**src/rtl/systolic_feed_scheduler_pkg.sv**
```systemverilog
// Shared types and helpers for the systolic array feed scheduler.
package systolic_sched_pkg;

  typedef enum logic [2:0] {
    IDLE,
    CLEAR,
    FEED,
    DRAIN,
    DONE
  } sched_state_e;

  localparam int unsigned PERF_W = 32;

  function automatic int unsigned drain_cycles(input int unsigned m,
                                               input int unsigned n,
                                               input int unsigned pe_lat);
    return (m - 1) + (n - 1) + 1 + pe_lat;
  endfunction

  function automatic int unsigned lane_lsb(input int unsigned lane,
                                           input int unsigned width);
    return lane * width;
  endfunction

endpackage

```
**src/rtl/systolic_feed_scheduler_if.sv**
```systemverilog
// Beat handshake bundle between the operand fetch stage and the scheduler.
interface systolic_feed_scheduler_if #(
  parameter int unsigned M_ROWS = 2,
  parameter int unsigned N_COLS = 2,
  parameter int unsigned DATA_W = 8
);
  logic                     Beat_Valid;
  logic                     Beat_Ready;
  logic [M_ROWS*DATA_W-1:0] Beat_Weights;
  logic [N_COLS*DATA_W-1:0] Beat_Acts;

  modport master (output Beat_Valid, Beat_Weights, Beat_Acts, input Beat_Ready);
  modport slave  (input Beat_Valid, Beat_Weights, Beat_Acts, output Beat_Ready);
endinterface

```
**src/rtl/systolic_feed_scheduler_skew.sv**
```systemverilog
// skew_delay_line: DEPTH-stage data+valid delay; DEPTH=0 degenerates to a wire.
module skew_delay_line #(
  parameter int unsigned DATA_W = 8,
  parameter int unsigned DEPTH  = 0
) (
  input  logic              clk,
  input  logic              rst_n,
  input  logic [DATA_W-1:0] in_data,
  input  logic              in_valid,
  output logic [DATA_W-1:0] out_data,
  output logic              out_valid
);

  if (DEPTH == 0) begin : g_wire
    logic unused_clk_rst;
    assign unused_clk_rst = clk ^ rst_n;
    assign out_data       = in_data;
    assign out_valid      = in_valid;
  end else begin : g_pipe
    logic [DEPTH-1:0][DATA_W-1:0] data_q;
    logic [DEPTH-1:0]             valid_q;

    always_ff @(posedge clk or negedge rst_n) begin
      if (!rst_n) begin
        data_q  <= '0;
        valid_q <= '0;
      end else begin
        data_q[0]  <= in_data;
        valid_q[0] <= in_valid;
        for (int unsigned i = 1; i < DEPTH; i++) begin
          data_q[i]  <= data_q[i-1];
          valid_q[i] <= valid_q[i-1];
        end
      end
    end

    assign out_data  = data_q[DEPTH-1];
    assign out_valid = valid_q[DEPTH-1];
  end

endmodule

```
**src/rtl/systolic_feed_scheduler.sv**
```systemverilog
// Sequences one C=A*B job onto a systolic array: clear, skewed feed, drain, done.
// Optional SA_SCHED_PERF_COUNTERS_EN adds job-cycle and bubble counters.
module systolic_feed_scheduler
  import systolic_sched_pkg::*;
#(
  parameter int unsigned M_ROWS     = 2,
  parameter int unsigned N_COLS     = 2,
  parameter int unsigned DATA_W     = 8,
  parameter int unsigned K_W        = 8,
  parameter int unsigned PE_LATENCY = 1
) (
  input  logic                     Clock,
  input  logic                     Reset_n,
  input  logic                     Start,
  input  logic [K_W-1:0]           K_Len,
  systolic_feed_scheduler_if.slave beat,
  output logic [M_ROWS-1:0]        Clear_Row,
  output logic [N_COLS-1:0]        Clear_Column,
  output logic [M_ROWS*DATA_W-1:0] Weights_In_Left,
  output logic [M_ROWS-1:0]        Weight_Valids_In_Left,
  output logic [N_COLS*DATA_W-1:0] Acts_In_Top,
  output logic [N_COLS-1:0]        Act_Valids_In_Top,
  output logic                     Busy,
  output logic                     Done
`ifdef SA_SCHED_PERF_COUNTERS_EN
  ,
  output logic [PERF_W-1:0]        Perf_Job_Cycles,
  output logic [PERF_W-1:0]        Perf_Bubbles
`endif
);

  localparam int unsigned DRAIN_CYCLES = drain_cycles(M_ROWS, N_COLS, PE_LATENCY);
  localparam int unsigned DRAIN_W      = $clog2(DRAIN_CYCLES + 1);

  sched_state_e       state, state_next;
  logic [K_W-1:0]     k_len_q;
  logic [K_W-1:0]     beats, beats_next;
  logic [DRAIN_W-1:0] drain_cnt, drain_next;
  logic               beat_ready;
  logic               accept;

  assign beat_ready      = (state == FEED) && (beats < k_len_q);
  assign accept          = beat.Beat_Valid && beat_ready;
  assign beat.Beat_Ready = beat_ready;
  assign Clear_Row       = (state == CLEAR) ? '1 : '0;
  assign Clear_Column    = (state == CLEAR) ? '1 : '0;
  assign Busy            = (state != IDLE);
  assign Done            = (state == DONE);

  always_ff @(posedge Clock or negedge Reset_n) begin
    if (!Reset_n) begin
      state     <= IDLE;
      k_len_q   <= '0;
      beats     <= '0;
      drain_cnt <= '0;
    end else begin
      state     <= state_next;
      beats     <= beats_next;
      drain_cnt <= drain_next;
      if (state == IDLE && Start) k_len_q <= K_Len;
    end
  end

  always_comb begin
    state_next = state;
    beats_next = beats;
    drain_next = '0;
    case (state)
      IDLE: begin
        beats_next = '0;
        if (Start) state_next = CLEAR;
      end
      CLEAR: state_next = (k_len_q == '0) ? DONE : FEED;
      FEED: begin
        if (accept) begin
          beats_next = beats + K_W'(1);
          if (beats_next == k_len_q) state_next = DRAIN;
        end
      end
      DRAIN: begin
        drain_next = drain_cnt + DRAIN_W'(1);
        if (drain_cnt == DRAIN_W'(DRAIN_CYCLES - 1)) state_next = DONE;
      end
      DONE:    state_next = IDLE;
      default: state_next = IDLE;
    endcase
  end

  // Lane r is delayed r cycles by its skew line, then one shared-stage output register.
  for (genvar r = 0; r < M_ROWS; r++) begin : g_row
    logic [DATA_W-1:0] line_in, line_out, out_q;
    logic              line_valid, valid_q;

    assign line_in = accept ? beat.Beat_Weights[lane_lsb(r, DATA_W) +: DATA_W] : '0;

    skew_delay_line #(.DATA_W(DATA_W), .DEPTH(r)) u_line (
      .clk(Clock), .rst_n(Reset_n),
      .in_data(line_in), .in_valid(accept),
      .out_data(line_out), .out_valid(line_valid)
    );

    always_ff @(posedge Clock or negedge Reset_n) begin
      if (!Reset_n) begin
        out_q   <= '0;
        valid_q <= 1'b0;
      end else begin
        out_q   <= line_out;
        valid_q <= line_valid;
      end
    end

    assign Weights_In_Left[lane_lsb(r, DATA_W) +: DATA_W] = out_q;
    assign Weight_Valids_In_Left[r]                       = valid_q;
  end

  for (genvar c = 0; c < N_COLS; c++) begin : g_col
    logic [DATA_W-1:0] line_in, line_out, out_q;
    logic              line_valid, valid_q;

    assign line_in = accept ? beat.Beat_Acts[lane_lsb(c, DATA_W) +: DATA_W] : '0;

    skew_delay_line #(.DATA_W(DATA_W), .DEPTH(c)) u_line (
      .clk(Clock), .rst_n(Reset_n),
      .in_data(line_in), .in_valid(accept),
      .out_data(line_out), .out_valid(line_valid)
    );

    always_ff @(posedge Clock or negedge Reset_n) begin
      if (!Reset_n) begin
        out_q   <= '0;
        valid_q <= 1'b0;
      end else begin
        out_q   <= line_out;
        valid_q <= line_valid;
      end
    end

    assign Acts_In_Top[lane_lsb(c, DATA_W) +: DATA_W] = out_q;
    assign Act_Valids_In_Top[c]                       = valid_q;
  end

`ifdef SA_SCHED_PERF_COUNTERS_EN
  always_ff @(posedge Clock or negedge Reset_n) begin
    if (!Reset_n) begin
      Perf_Job_Cycles <= '0;
      Perf_Bubbles    <= '0;
    end else if (state == IDLE && Start) begin
      Perf_Job_Cycles <= '0;
      Perf_Bubbles    <= '0;
    end else begin
      if (state != IDLE)           Perf_Job_Cycles <= Perf_Job_Cycles + PERF_W'(1);
      if (state == FEED && !accept) Perf_Bubbles   <= Perf_Bubbles + PERF_W'(1);
    end
  end
`endif

endmodule

```
**src/flat_wrapper.sv**
```systemverilog
// flat-port wrapper written by rule: the top's interface ports become plain ports
module systolic_feed_scheduler_flat import systolic_sched_pkg::*;
#(
  parameter int unsigned M_ROWS     = 2,
  parameter int unsigned N_COLS     = 2,
  parameter int unsigned DATA_W     = 8,
  parameter int unsigned K_W        = 8,
  parameter int unsigned PE_LATENCY = 1
)
  (Clock, Reset_n, Start, K_Len, Clear_Row, Clear_Column, Weights_In_Left, Weight_Valids_In_Left, Acts_In_Top, Act_Valids_In_Top, Busy, Done, beat_Beat_Valid, beat_Beat_Weights, beat_Beat_Acts, beat_Beat_Ready);
  systolic_feed_scheduler_if #(.M_ROWS(M_ROWS), .N_COLS(N_COLS), .DATA_W(DATA_W)) beat_i ();
  input  logic Clock;
  input  logic Reset_n;
  input  logic Start;
  input  logic [K_W-1:0] K_Len;
  output logic [M_ROWS-1:0] Clear_Row;
  output logic [N_COLS-1:0] Clear_Column;
  output logic [M_ROWS*DATA_W-1:0] Weights_In_Left;
  output logic [M_ROWS-1:0] Weight_Valids_In_Left;
  output logic [N_COLS*DATA_W-1:0] Acts_In_Top;
  output logic [N_COLS-1:0] Act_Valids_In_Top;
  output logic Busy;
  output logic Done;
  input wire logic [$bits(beat_i.Beat_Valid)-1:0] beat_Beat_Valid;
  input wire logic [$bits(beat_i.Beat_Weights)-1:0] beat_Beat_Weights;
  input wire logic [$bits(beat_i.Beat_Acts)-1:0] beat_Beat_Acts;
  output wire logic [$bits(beat_i.Beat_Ready)-1:0] beat_Beat_Ready;
  assign beat_i.Beat_Valid = beat_Beat_Valid;
  assign beat_i.Beat_Weights = beat_Beat_Weights;
  assign beat_i.Beat_Acts = beat_Beat_Acts;
  assign beat_Beat_Ready = beat_i.Beat_Ready;
  systolic_feed_scheduler #(.M_ROWS(M_ROWS), .N_COLS(N_COLS), .DATA_W(DATA_W), .K_W(K_W), .PE_LATENCY(PE_LATENCY)) u_core (.Clock(Clock), .Reset_n(Reset_n), .Start(Start), .K_Len(K_Len), .beat(beat_i), .Clear_Row(Clear_Row), .Clear_Column(Clear_Column), .Weights_In_Left(Weights_In_Left), .Weight_Valids_In_Left(Weight_Valids_In_Left), .Acts_In_Top(Acts_In_Top), .Act_Valids_In_Top(Act_Valids_In_Top), .Busy(Busy), .Done(Done));
endmodule
```
**config.mk**
```make
export PLATFORM = sky130hd
export DESIGN_NAME = systolic_feed_scheduler_flat
export DESIGN_NICKNAME = d
export VERILOG_FILES = /design/src/rtl/systolic_feed_scheduler_pkg.sv /design/src/rtl/systolic_feed_scheduler_if.sv /design/src/rtl/systolic_feed_scheduler_skew.sv /design/src/rtl/systolic_feed_scheduler.sv /design/src/flat_wrapper.sv
export SDC_FILE = /design/constraint.sdc
export NUM_CORES = 1
export LEC_CHECK = 0
export ABC_AREA = 1
export ABC_CLOCK_PERIOD_IN_PS = 3270
export CAP_MARGIN = 20
export CORE_MARGIN = 3
export CORE_UTILIZATION = 45
export DETAILED_ROUTE_END_ITERATION = 7
export PLACE_DENSITY = 0.74
export RECOVER_POWER = 25
export SYNTH_ARGS = -nofsm -noshare
export SYNTH_HDL_FRONTEND = slang
export SYNTH_HIERARCHICAL = 1
export SYNTH_SLANG_ARGS = --single-unit
```
**constraint.sdc**
```tcl
create_clock -name Clock -period 3.27 [get_ports Clock]
set_clock_uncertainty 0.05 [all_clocks]
set_input_delay 0.4905 -clock Clock [delete_from_list [all_inputs] [get_ports Clock]]
set_output_delay 0.4905 -clock Clock [all_outputs]
set_load 0.05 [all_outputs]
```
# Word-level counts from Yosys, hierarchy flattened
# Index checks and enable logic that the tools add are counted.
# Widths: inputs -> output; s select.
[word_totals] register_bits=72 in_bits=44 output_inout_bits=43 wordCells=48
[op_classes] add_sub_neg=2 n_lt_le_gt_ge=1 n_eq_ne=10 mux=14 n_reduce_logical=9
[op_table] cell="$mux 8" n=5
[op_table] cell="$mux 3" n=6
[op_table] cell="$pmux 8 s2" n=1
[op_table] cell="$pmux 3 s4" n=1
[op_table] cell="$eq 3x2->1 const B" n=3
[op_table] cell="$add 8x1->8 const B" n=1
[op_table] cell="$eq 8x8->1" n=1
[op_table] cell="$logic_not 8->1" n=1
[op_table] cell="$lt 8x8->1" n=1
[op_table] cell="$ne 2x1->1 const B" n=2
[op_table] cell="$ne 2x2->1 const B" n=2
[op_table] cell="$reduce_and 4->1" n=1
[op_table] cell="$add 3x1->3 const B" n=1
[op_table] cell="$eq 3x1->1 const B" n=1
[op_table] cell="$eq 3x3->1 const B" n=1
[op_table] cell="$logic_and 1x1->1" n=3
[op_table] cell="$logic_not 3->1" n=1
[op_table] cell="$reduce_bool 3->1" n=1
[op_table] cell="$mux 2" n=1
[op_table] cell="$reduce_and 2->1" n=1
[op_table] cell="$reduce_bool 2->1" n=1

# Longest topological paths before layout
# Gate-level depths: netlist of the first run.
[depth] word_depth=5 depth_mapped=13 mapped_depth_nobuf=13

# Hierarchy
# The synthesis of the first run kept the hierarchy.
[by_module_without_submodules] module="systolic_feed_scheduler" instances=1 cells_per_inst=315 area_each_um2=2932.8 seq_area_each_um2=1451.4
[by_module_without_submodules] module="skew_delay_line (u_core.g_col[1].u_line ...)" instances=2 cells_per_inst=9 area_each_um2=225.2 seq_area_each_um2=225.2
[by_module_without_submodules] module="skew_delay_line (u_core.g_col[0].u_line ...)" instances=2 cells_per_inst=9 area_each_um2=67.6 seq_area_each_um2=0.0

# Least setup slack after synthesis of the first run
# Ideal clock, no wire load.
[synth_path] path_type="register -> output" start="register u_core.k_len_q[7]" end="output port beat_Beat_Ready" arrival_ns=1.470 required_ns=2.729 path_slack_ns=1.260 stages_incl_launch_ff=8 path_buffers=0 cell_sequence="dfrtp_1 -> inv_1 -> ha_1 -> nand2_1 -> and3b_1 -> nor2_4 -> nand2_1 -> inv_1"
[synth_between] elab_chain_len=2
[synth_rtl] element="start: declaration" line_no="systolic_feed_scheduler.sv:36" source="logic [K_W-1:0] k_len_q;"
[synth_rtl] element="start signal: assignment" line_no="systolic_feed_scheduler.sv:60" source="if (state == IDLE && Start) k_len_q <= K_Len;"
[synth_rtl] element="$lt 8x8->1" line_no="systolic_feed_scheduler.sv:42" source="assign beat_ready = (state == FEED) && (beats < k_len_q);"
[synth_rtl] element="$logic_and 1x1->1" line_no="systolic_feed_scheduler.sv:42"
[synth_rtl] element="end: declaration" line_no="flat_wrapper.sv:27" source="output wire logic [$bits(beat_i.Beat_Ready)-1:0] beat_Beat_Ready;"
# Every way passes these cells.

# Worst setup path after layout of the first run
# Ends and elaborated chain as after synthesis.

==> results of run 1 <==
[worst max-delay path, cell delays in order, from the launching register on]
cell and delay (ps):
sky130_fd_sc_hd__dfrtp_1 390, sky130_fd_sc_hd__inv_1 120, sky130_fd_sc_hd__ha_1 270, sky130_fd_sc_hd__nand2_1 90
sky130_fd_sc_hd__and3b_1 200, sky130_fd_sc_hd__nor2_4 140, sky130_fd_sc_hd__nand2_1 60, sky130_fd_sc_hd__inv_1 50
sky130_fd_sc_hd__clkdlybuf4s50_1 790
[routing by layer]
| metal | vias up | share of wire [%] |
|---|---|---|
| met2 | 75 | 53 |
| li1 | 1176 | - |
| met5 | - | 0 |
| met4 | 0 | 1.8 |
| met3 | 12 | 5.3 |
| met1 | 1129 | 40 |
[report_power, final]
part           internal, W  total (W)  switching [W]
clock             0.000287   0.000662       0.000375
combinational     0.000588    0.00180        0.00121
sequential         0.00121    0.00136       0.000157
[cells in the final DEF, fill, tap and decap left out, types with 2 or more instances in the layout]
cell type	instances
sky130_fd_sc_hd__clkdlybuf4s50_1	85
sky130_fd_sc_hd__dfrtp_1	76
sky130_fd_sc_hd__nand2_1	61
sky130_fd_sc_hd__inv_1	60
sky130_fd_sc_hd__nor2_4	30
sky130_fd_sc_hd__nor2_1	27
sky130_fd_sc_hd__nand3_1	20
sky130_fd_sc_hd__a21oi_1	11
sky130_fd_sc_hd__ha_1	11
sky130_fd_sc_hd__clkbuf_8	9
sky130_fd_sc_hd__o21ai_0	6
sky130_fd_sc_hd__inv_6	3
sky130_fd_sc_hd__clkinv_2	3
sky130_fd_sc_hd__nand4_1	3
sky130_fd_sc_hd__o21ai_1	3
sky130_fd_sc_hd__clkinvlp_4	2
sky130_fd_sc_hd__nor2_2	2
sky130_fd_sc_hd__or2_2	2
[cell type report]
class / instances / share of cell area, %
timing repair buffer: 87 / 19.7
clock inverter: 7 / 1.30
multi-input combinational: 183 / 25.3
sequential: 76 / 42.8
inverter: 62 / 5.30
tap: 99 / 2.79
clock buffer: 9 / 2.79
[registers in the layout, summed over array words and instances (netlist names)]
signal and flops:
u_core/g_col.out_q 16, u_core/g_row.out_q 16, u_core/beats 8, u_core/g_col.u_line/out_data 8, u_core/g_row.u_line/out_data 8, u_core/k_len_q 8
u_core/drain_cnt 3, u_core/state 3, u_core/g_col.valid_q 2, u_core/g_row.valid_q 2, u_core/g_col.u_line/out_valid 1, u_core/g_row.u_line/out_valid 1
[kinds of logic (layout without fill, tap and decap cells)]
| kind of cell | count (synthesis) | in the layout | synth area share [%] |
|---|---|---|---|
| AOI/OAI and AO/OA | 22 | 22 | 3.34 |
| adders and majority gates | 11 | 11 | 3.91 |
| buffers and inverters | 92 | 165 | 14.0 |
| DFF | 76 | 76 | 54.1 |
| muxes | 1 | 1 | 0.320 |
| and+or+nand+nor | 149 | 149 | 24.4 |
[metrics by stage]
stage	utilization, %	cell area (µm²)	instances
after global placement	57.5	4260	507
after detailed placement	57.5	4260	507
after floorplan	-	3520	351
final	60.0	4440	523
after global routing	60.0	4440	523
after CTS	60.0	4440	523
[path summary, 6_finish.rpt]
| kind | startpoint | to | slack, ps | cells past startpoint |
|---|---|---|---|---|
| setup / recovery | u_core/k_len_q[7] | beat_Beat_Ready | 270 | 8 |
| hold / removal | u_core/g_col[1].u_line/out_valid | u_core/g_col[1].valid_q | 300 | 0 |
| setup reg to reg | u_core/k_len_q[7] | u_core/beats[5] | 1190 | 8 |
| hold reg to reg | u_core/g_col[1].u_line/out_valid | u_core/g_col[1].valid_q | 300 | 0 |
| max in group asynchronous | Reset_n | u_core/k_len_q[0] | 1470 | 1 |
| min in group asynchronous | Reset_n | u_core/g_col[0].out_q[2] | 590 | 1 |
==> results_tabular.tex, run 1 <==
\begin{tabular}{lr}
\hline
Metric & Value \\
\hline
\multicolumn{2}{l}{\textbf{Timing}} \\
Minimum setup slack in the final design & 269 ps \\
Slew at the pin with the worst max-slew slack & 1860 ps \\
Final total negative setup slack & 0 ps \\
Achievable Freq & 0.333 GHz \\
Period utilisation layout & 91.8\% \\
Post-route minimum period & 3000 ps \\
Normalized max-slew margin & -24.3\% \\
Max Slew Vio Count & 77 \\
RSZ-0062 raised after global routing & no \\
Endpoints failing hold & 0 \\
\# setup viols final & 0 \\
Hold slack & 302 ps \\
\multicolumn{2}{l}{\textbf{Global route}} \\
GR met2 Demand/Resource & 27.9\% \\
Grt met1 use & 18.9\% \\
GRT busiest layer & met2 \\
M3 GR Usage & 3.59\% \\
GRT Resource Usage Total & 16.1\% \\
Initial antenna violation count & 0 \\
Via count of the first global-routing pass & 2444 \\
Wire length of the first global-routing pass & 11100 µm \\
Sum of overflow across all layers after global routing & 0 \\
Maximum number of pins on one net before global-route repair & 77 \\
\multicolumn{2}{l}{\textbf{Power and ir drop}} \\
Total power & 0.00383 W \\
Max VDD drop & 0.311 mV \\
Reported leakage power & 2.18 nW \\
Power per cell area & 861 nW/µm² \\
\multicolumn{2}{l}{\textbf{Cells and area}} \\
Register Area & 1900 µm² \\
Final net count & 474 \\
Share of cells above drive strength 1 & 13.7\% \\
Antenna diode count & 0 \\
Filler Cell Count & 623 \\
Synthesis-to-layout area growth & 26.2\% \\
Area of the multi-input gates & 1120 µm² \\
\multicolumn{2}{l}{\textbf{Worst setup path}} \\
Class of the most critical setup path & reg2out \\
CP arrival & 2460 ps \\
Required time at the endpoint of the critical path & 2730 ps \\
CP Max Fanout & 4 \\
Worst Setup End Kind & output port \\
Category of the worst setup path launch point & flip-flop \\
\multicolumn{2}{l}{\textbf{Yosys}} \\
Syn Inst Count & 351 \\
Number of flops mapped to enable cells by yosys & 0 \\
Netlist area before placement & 3520 µm² \\
Seq cells post-synth & 76 \\
Ys Warns & 6 \\
Async set or reset register ratio after synthesis & 100\% \\
Most frequently used cell type in the post-synthesis netlist & sky130\_fd\_sc\_hd\_\_dfrtp\_1 \\
Share of the yosys chip area belonging to registers & 54.1\% \\
Net count after synthesis & 406 \\
Post-synthesis cell type count & 26 \\
Proportion of netlist area held by the largest area contributor & 54.1\% \\
Top cells by instance count after synthesis & sky130\_fd\_sc\_hd\_\_dfrtp\_1, sky130\_fd\_sc\_hd\_\_nand2\_1, sky130\_fd\_sc\_hd\_\_inv\_1 \\
Average footprint of a synthesized cell & 10.0 µm² \\
Primary flip-flop cell chosen by synthesis mapping & sky130\_fd\_sc\_hd\_\_dfrtp\_1 \\
Top cell type by total area after synthesis & sky130\_fd\_sc\_hd\_\_dfrtp\_1 \\
Ranking of synthesized cells by area & sky130\_fd\_sc\_hd\_\_dfrtp\_1, sky130\_fd\_sc\_hd\_\_nor2\_4, sky130\_fd\_sc\_hd\_\_nand2\_1 \\
\multicolumn{2}{l}{\textbf{Drt}} \\
Detailed Route Iter0 Violations & 127 \\
Average wire length per cell after detail routing & 12.8 µm \\
Antenna viol nets, final & 0 \\
Detailed Route WL & 6690 µm \\
Number of remaining DRC errors & 0 \\
Vias & 2392 \\
Via-to-Cell Ratio & 4.57 \\
First drt pass iteration count & 4 \\
\multicolumn{2}{l}{\textbf{Clock network}} \\
Worst skew pair latency & 340 ps \\
Number of clock sinks & 76 \\
Clock tree from TritonCTS & built \\
Total of hold buffers inserted after clock tree synthesis & 0 \\
PostCTS Resize Cnt & 0 \\
Maximum buffer depth of the clock tree & 2 \\
Post-CTS repair timing setup buffer count & 0 \\
Clock transition at the registers of the reported paths & 80 ps \\
Clk Tree Root Cell & sky130\_fd\_sc\_hd\_\_clkbuf\_8 \\
Level count of the clock H-tree & 3 \\
Num CTS Buffers & 9 \\
\multicolumn{2}{l}{\textbf{Run status}} \\
Outcome & finished, violations left \\
Failing checks & max-capacitance violations, max-slew violations \\
\multicolumn{2}{l}{\textbf{Die}} \\
Chip Width & 94.4 µm \\
Initial standard-cell utilization of the core & 47.5\% \\
Area of the core & 7410 µm² \\
Cell row count & 31 \\
Die footprint & 8920 µm² \\
\# IOs & 87 \\
Vert. Die Dim & 94.4 µm \\
\multicolumn{2}{l}{\textbf{Place}} \\
Quantity of I/O buffers inserted on ports & 86 \\
Worst-case setup slack after placement & 635 ps \\
Detailed placement HPWL & 4960 µm \\
Global placer's final weighted congestion & 0.962 \\
\multicolumn{2}{l}{\textbf{Min path}} \\
Kind of path behind the tightest hold check & reg2reg \\
\multicolumn{2}{l}{\textbf{Job}} \\
Max-capacitance violation count & 1 \\
\hline
\end{tabular}
(Power assumes the default switching activity.)
==> run 2, diff against run 1 <==
- CORE_UTILIZATION: 45 -> 33
- PLACE_DENSITY: 0.74 -> 0.57
==> results_tabular.tex, run 2 (synthesis gave the netlist of run 1 again) <==
\begin{tabular}{lr}
\hline
Metric & Value \\
\hline
\multicolumn{2}{l}{\textbf{Drt}} \\
First drt pass iteration count & 7 \\
Vias & 2349 \\
Via-to-Cell Ratio & 4.19 \\
Detailed Route Iter0 Violations & 106 \\
Detailed Route WL & 6610 µm \\
Number of remaining DRC errors & 0 \\
Antenna viol nets, final & 0 \\
Average wire length per cell after detail routing & 11.8 µm \\
\multicolumn{2}{l}{\textbf{Worst setup path}} \\
Register-to-register setup slack & 1110 ps \\
Maximum cell stage delay along the critical path & 790 ps \\
Chain of cells forming the critical path & inv\_1 > ha\_1 > nand2\_1 > and3b\_1 > nor2\_4 > nand2\_1 > inv\_1 > clkdlybuf4s50\_1 \\
Worst Setup End Kind & output port \\
CP Max Fanout & 4 \\
Cell type of the slowest stage on the worst timing path & sky130\_fd\_sc\_hd\_\_clkdlybuf4s50\_1 \\
Source of the critical timing path & u\_core/k\_len\_q[7] \\
Reg-to-reg startpoint & u\_core/beats[0] \\
Required time at the endpoint of the critical path & 2730 ps \\
Category of the worst setup path launch point & flip-flop \\
CP arrival & 2430 ps \\
Class of the most critical setup path & reg2out \\
\multicolumn{2}{l}{\textbf{Timing}} \\
Post-route minimum period & 2970 ps \\
Max Slew Vio Count & 77 \\
\# setup viols final & 0 \\
Normalized max-slew margin & -23.4\% \\
Achievable Freq & 0.336 GHz \\
Endpoints failing hold & 0 \\
Period utilisation layout & 91.0\% \\
RSZ-0062 raised after global routing & no \\
Slew at the pin with the worst max-slew slack & 1850 ps \\
Final total negative setup slack & 0 ps \\
\multicolumn{2}{l}{\textbf{Place}} \\
Detailed placement HPWL & 4850 µm \\
Quantity of I/O buffers inserted on ports & 86 \\
Global placer's final weighted congestion & 0.828 \\
\multicolumn{2}{l}{\textbf{Cells and area}} \\
Synthesis-to-layout area growth & 27.2\% \\
Filler Cell Count & 989 \\
Final net count & 474 \\
Register Area & 1900 µm² \\
Leading cell type in the layout, fill and taps excluded & sky130\_fd\_sc\_hd\_\_clkdlybuf4s50\_1 \\
Most frequent cells in the layout & sky130\_fd\_sc\_hd\_\_clkdlybuf4s50\_1, sky130\_fd\_sc\_hd\_\_dfrtp\_1, sky130\_fd\_sc\_hd\_\_nand2\_1 \\
Largest registers in the final layout & u\_core/g\_col.out\_q (16), u\_core/g\_row.out\_q (16) \\
Share of cells above drive strength 1 & 13.4\% \\
Antenna diode count & 0 \\
Area of the multi-input gates & 1120 µm² \\
\multicolumn{2}{l}{\textbf{Clock network}} \\
Clock tree from TritonCTS & built \\
Num CTS Buffers & 9 \\
Clock transition at the registers of the reported paths & 80 ps \\
Maximum buffer depth of the clock tree & 2 \\
Total of hold buffers inserted after clock tree synthesis & 0 \\
Number of clock sinks & 76 \\
PostCTS Resize Cnt & 0 \\
Clk Tree Root Cell & sky130\_fd\_sc\_hd\_\_clkbuf\_8 \\
Worst skew pair latency & 330 ps \\
Level count of the clock H-tree & 3 \\
Post-CTS repair timing setup buffer count & 0 \\
\multicolumn{2}{l}{\textbf{Global route}} \\
Via count of the first global-routing pass & 2274 \\
GRT Resource Usage Total & 11.8\% \\
Maximum number of pins on one net before global-route repair & 77 \\
Sum of overflow across all layers after global routing & 0 \\
Wire length of the first global-routing pass & 10900 µm \\
Initial antenna violation count & 0 \\
\multicolumn{2}{l}{\textbf{Job}} \\
Max-capacitance violation count & 1 \\
\multicolumn{2}{l}{\textbf{Die}} \\
Vert. Die Dim & 109 µm \\
Chip Width & 109 µm \\
Initial standard-cell utilization of the core & 34.1\% \\
Cell row count & 37 \\
Die footprint & 11900 µm² \\
Area of the core & 10300 µm² \\
\# IOs & 87 \\
\multicolumn{2}{l}{\textbf{Min path}} \\
Kind of path behind the tightest hold check & reg2reg \\
Hold Crit Start & u\_core/g\_row[1].u\_line/out\_valid \\
\multicolumn{2}{l}{\textbf{Power and ir drop}} \\
Max VDD drop & 0.321 mV \\
Power per cell area & 841 nW/µm² \\
Total power & 0.00376 W \\
Reported leakage power & 2.18 nW \\
\multicolumn{2}{l}{\textbf{Run status}} \\
Failing checks & max-capacitance violations, max-slew violations \\
Outcome & finished, violations left \\
\hline
\end{tabular}
## run 2: changes by cell type in the layout (fill, tap and decap cells not counted)
cell                         previous run  this run
sky130_fd_sc_hd__inv_6                  3         1
sky130_fd_sc_hd__clkinvlp_4             2         1
sky130_fd_sc_hd__clkbuf_1               0         1
sky130_fd_sc_hd__inv_8                  1         0
sky130_fd_sc_hd__clkinv_2               3         5
sky130_fd_sc_hd__clkinv_4               0         1
## run 2: power by group
group	internal (W)	leakage (nW)	switching (W)
logic	0.000585	1.09	0.00120
registers	0.00121	1.00	0.000149
clock network	0.000276	0.0864	0.000346
## run 2: stage by stage
stage	utilization (%)	setup slack [ps]	instance area, µm²	hold WS [ps]	std cells
2_1_floorplan	-	1260	3520	145	351
3_3_place_gp	41.7	665	4310	282	544
3_5_place_dp	41.7	640	4310	285	544
4_1_cts	43.4	255	4480	283	560
5_1_grt	43.3	133	4470	311	560
6_report	43.3	296	4470	299	560
## run 2: worst paths after layout
kind,end,depth (start not counted)
min reg2reg,u_core/g_row[1].valid_q,0
min,u_core/g_row[1].valid_q,0
min in group asynchronous,u_core/g_row[1].u_line/out_data[1],1
max in group asynchronous,u_core/g_row[0].out_q[7],1
max reg2reg,u_core/beats[0],12
max,beat_Beat_Ready,8
## run 2: area by class of cell
class	instances	area share, %
sequential	76	42.5
multi-input combinational	183	25.1
timing repair buffer	87	19.6
inverter	62	5.26
tap	136	3.80
clock buffer	10	2.85
clock inverter	6	0.895
## run 2: layer usage
layer | vias to the layer above | wire [µm] | track usage [%]
li1 | 1175 | - | -
met1 | 1113 | 2800 | 15.2
met3 | 6 | 358 | 3.20
met5 | - | 0 | 0
met2 | 55 | 3360 | 19.1
met4 | 0 | 91 | 4.45
## run 2: worst max-delay path, delay by kind of cell (launching register included)
family	cells	cell delay, ps
fa+ha+maj	1	270
buf+inv	3	960
flops	1	390
simple gates	4	480
==> run 3, diff against run 2 <==
- CORE_ASPECT_RATIO: default -> 0.8
==> results_tabular.tex, run 3 (synthesis gave the netlist of run 1 again) <==
\begin{tabular}{lr}
\hline
Metric & Value \\
\hline
\multicolumn{2}{l}{\textbf{Timing}} \\
RSZ-0062 raised after global routing & no \\
Normalized max-slew margin & -22.1\% \\
Max Slew Vio Count & 77 \\
Post-route minimum period & 2960 ps \\
Slew at the pin with the worst max-slew slack & 1830 ps \\
Minimum setup slack in the final design & 310 ps \\
\# setup viols final & 0 \\
Endpoints failing hold & 0 \\
Achievable Freq & 0.338 GHz \\
Period utilisation layout & 90.5\% \\
Final total negative setup slack & 0 ps \\
\multicolumn{2}{l}{\textbf{Power and ir drop}} \\
Internal Power & 0.00248 W \\
Reported leakage power & 2.24 nW \\
Power per cell area & 905 nW/µm² \\
Total power & 0.00418 W \\
Max VDD drop & 0.443 mV \\
Power spent charging and discharging nets & 0.00171 W \\
Sequential cell fraction of total power & 32.5\% \\
Switching part of the total & 40.8\% \\
Portion of total power attributed to combinational logic & 42.5\% \\
Clock power frac & 25.0\% \\
\multicolumn{2}{l}{\textbf{Cells and area}} \\
Final net count & 475 \\
Synthesis-to-layout area growth & 31.5\% \\
Largest registers in the final layout & u\_core/g\_col.out\_q (16), u\_core/g\_row.out\_q (16) \\
Most frequent cells in the layout & sky130\_fd\_sc\_hd\_\_clkdlybuf4s50\_1, sky130\_fd\_sc\_hd\_\_dfrtp\_1, sky130\_fd\_sc\_hd\_\_nand2\_1 \\
Antenna diode count & 0 \\
Non-Filler Cell Area, Final & 4630 µm² \\
Leading cell type in the layout, fill and taps excluded & sky130\_fd\_sc\_hd\_\_clkdlybuf4s50\_1 \\
Share of cells above drive strength 1 & 13.4\% \\
\multicolumn{2}{l}{\textbf{Clock network}} \\
Num CTS Buffers & 9 \\
Clock transition at the registers of the reported paths & 60 ps \\
Worst skew pair latency & 330 ps \\
Level count of the clock H-tree & 3 \\
Clock tree from TritonCTS & built \\
Maximum buffer depth of the clock tree & 2 \\
Post-CTS repair timing setup buffer count & 0 \\
PostCTS Resize Cnt & 0 \\
Number of clock sinks & 76 \\
Total of hold buffers inserted after clock tree synthesis & 0 \\
Clk Tree Root Cell & sky130\_fd\_sc\_hd\_\_clkbuf\_16 \\
\multicolumn{2}{l}{\textbf{Run status}} \\
Failing checks & max-capacitance violations, max-slew violations \\
Outcome & finished, violations left \\
\multicolumn{2}{l}{\textbf{Worst setup path}} \\
Worst Setup End Kind & output port \\
Maximum cell stage delay along the critical path & 790 ps \\
Required time at the endpoint of the critical path & 2730 ps \\
Chain of cells forming the critical path & inv\_1 > ha\_1 > nand2\_1 > and3b\_1 > nor2\_4 > nand2\_1 > inv\_1 > clkdlybuf4s50\_1 \\
Reg2reg path depth & 8 \\
Class of the most critical setup path & reg2out \\
Register-to-register setup slack & 1180 ps \\
CP arrival & 2420 ps \\
Worst path top cell family by delay & buffers and inverters \\
Cell depth of the worst setup path & 8 \\
Reg-to-reg startpoint & u\_core/k\_len\_q[7] \\
Number of buffers and inverters on the critical path & 3 \\
Capture point of the worst reg-to-reg path & u\_core/beats[6] \\
CP Max Fanout & 4 \\
Cell type of the slowest stage on the worst timing path & sky130\_fd\_sc\_hd\_\_clkdlybuf4s50\_1 \\
Source of the critical timing path & u\_core/k\_len\_q[7] \\
Worst Setup EP & beat\_Beat\_Ready \\
Category of the worst setup path launch point & flip-flop \\
\multicolumn{2}{l}{\textbf{Die}} \\
\# IOs & 87 \\
Die footprint & 11900 µm² \\
Cell row count & 33 \\
Initial standard-cell utilization of the core & 34.1\% \\
Area of the core & 10300 µm² \\
Chip Width & 121 µm \\
Vert. Die Dim & 98.4 µm \\
\multicolumn{2}{l}{\textbf{Drt}} \\
Vias & 2352 \\
Average wire length per cell after detail routing & 11.6 µm \\
Number of remaining DRC errors & 0 \\
Detailed Route WL & 6540 µm \\
First drt pass iteration count & 4 \\
Antenna viol nets, final & 0 \\
Via-to-Cell Ratio & 4.16 \\
Detailed Route Iter0 Violations & 134 \\
\multicolumn{2}{l}{\textbf{Place}} \\
Quantity of I/O buffers inserted on ports & 86 \\
Detailed placement HPWL & 4730 µm \\
Global placer's final weighted congestion & 0.804 \\
Worst-case setup slack after placement & 660 ps \\
DP Area & 4310 µm² \\
\multicolumn{2}{l}{\textbf{Global route}} \\
Wire length of the first global-routing pass & 10800 µm \\
Maximum number of pins on one net before global-route repair & 77 \\
GRT Resource Usage Total & 11.7\% \\
Via count of the first global-routing pass & 2317 \\
Sum of overflow across all layers after global routing & 0 \\
Initial antenna violation count & 0 \\
\multicolumn{2}{l}{\textbf{Job}} \\
Max-capacitance violation count & 1 \\
\multicolumn{2}{l}{\textbf{Min path}} \\
Kind of path behind the tightest hold check & reg2reg \\
\hline
\end{tabular}
run 3: changes by cell type in the layout (fill, tap and decap cells not counted):
cell                        delta
sky130_fd_sc_hd__bufinv_16     +2
sky130_fd_sc_hd__clkbuf_16     +9
sky130_fd_sc_hd__clkinv_4      -1
sky130_fd_sc_hd__clkbuf_1      +1
sky130_fd_sc_hd__clkbuf_8      -8
sky130_fd_sc_hd__clkinv_2      -2
sky130_fd_sc_hd__inv_6         -1
sky130_fd_sc_hd__buf_12        -1
sky130_fd_sc_hd__buf_4         +2
run 3: how the worst min path moves through the flow:
stage          cells after the start                               start                        to  slack (ps)
3_5_place_dp                       0  u_core/g_col[1].u_line/out_data[4]  u_core/g_col[1].out_q[4]         280
4_1_cts                            0  u_core/g_row[1].u_line/out_data[1]  u_core/g_row[1].out_q[1]         300
6_report                           0  u_core/g_row[1].u_line/out_data[3]  u_core/g_row[1].out_q[3]         290
2_1_floorplan                      0                             Reset_n           u_core/beats[0]         140
3_3_place_gp                       0  u_core/g_row[1].u_line/out_data[6]  u_core/g_row[1].out_q[6]         280
5_1_grt                            0  u_core/g_row[1].u_line/out_data[5]  u_core/g_row[1].out_q[5]         300
run 3: routing by layer:
layer	up-vias	track usage [%]	part of all wire, %
met3	6	5.10	7.5
li1	1189	-	-
met5	-	0	0
met1	1077	15.6	46
met4	0	3.45	0.78
met2	80	17.4	45
run 3: area by class of cell:
| type | count | area [µm²] |
|---|---|---|
| clock inverters | 4 | 72.6 |
| inverters | 62 | 235 |
| flip-flops and latches | 76 | 1900 |
| fillers | 1014 | 5700 |
| clock buffers | 12 | 246 |
| repair buffers | 88 | 871 |
| multi-input cells | 183 | 1120 |
| well taps | 140 | 175 |
run 3: per-stage QoR:
| step | cells | hold slack [ps] | util (%) |
|---|---|---|---|
| 2_1_floorplan | 351 | 145 | - |
| 3_3_place_gp | 549 | 282 | 41.7 |
| 3_5_place_dp | 549 | 285 | 41.7 |
| 4_1_cts | 565 | 297 | 44.8 |
| 5_1_grt | 565 | 300 | 44.8 |
| 6_report | 565 | 292 | 44.8 |
run 3: worst register-to-register path, cell delays in order (launching register included):
cell and delay (ps):
sky130_fd_sc_hd__dfrtp_1 370, sky130_fd_sc_hd__inv_1 120, sky130_fd_sc_hd__ha_1 270, sky130_fd_sc_hd__nand2_1 90, sky130_fd_sc_hd__and3b_1 200, sky130_fd_sc_hd__nor2_4 140
sky130_fd_sc_hd__nand3_4 140, sky130_fd_sc_hd__a21boi_2 410, sky130_fd_sc_hd__o21ai_0 150
run 3: power by group through the flow:
stage          sequential (W)  clock (W)  combinational (W)
5_1_grt               0.00139    0.00112            0.00195
4_1_cts               0.00136    0.00108            0.00180
3_5_place_dp          0.00138          0            0.00180
6_report              0.00136    0.00105            0.00178
3_3_place_gp          0.00137          0            0.00178
2_1_floorplan         0.00165          0            0.00113
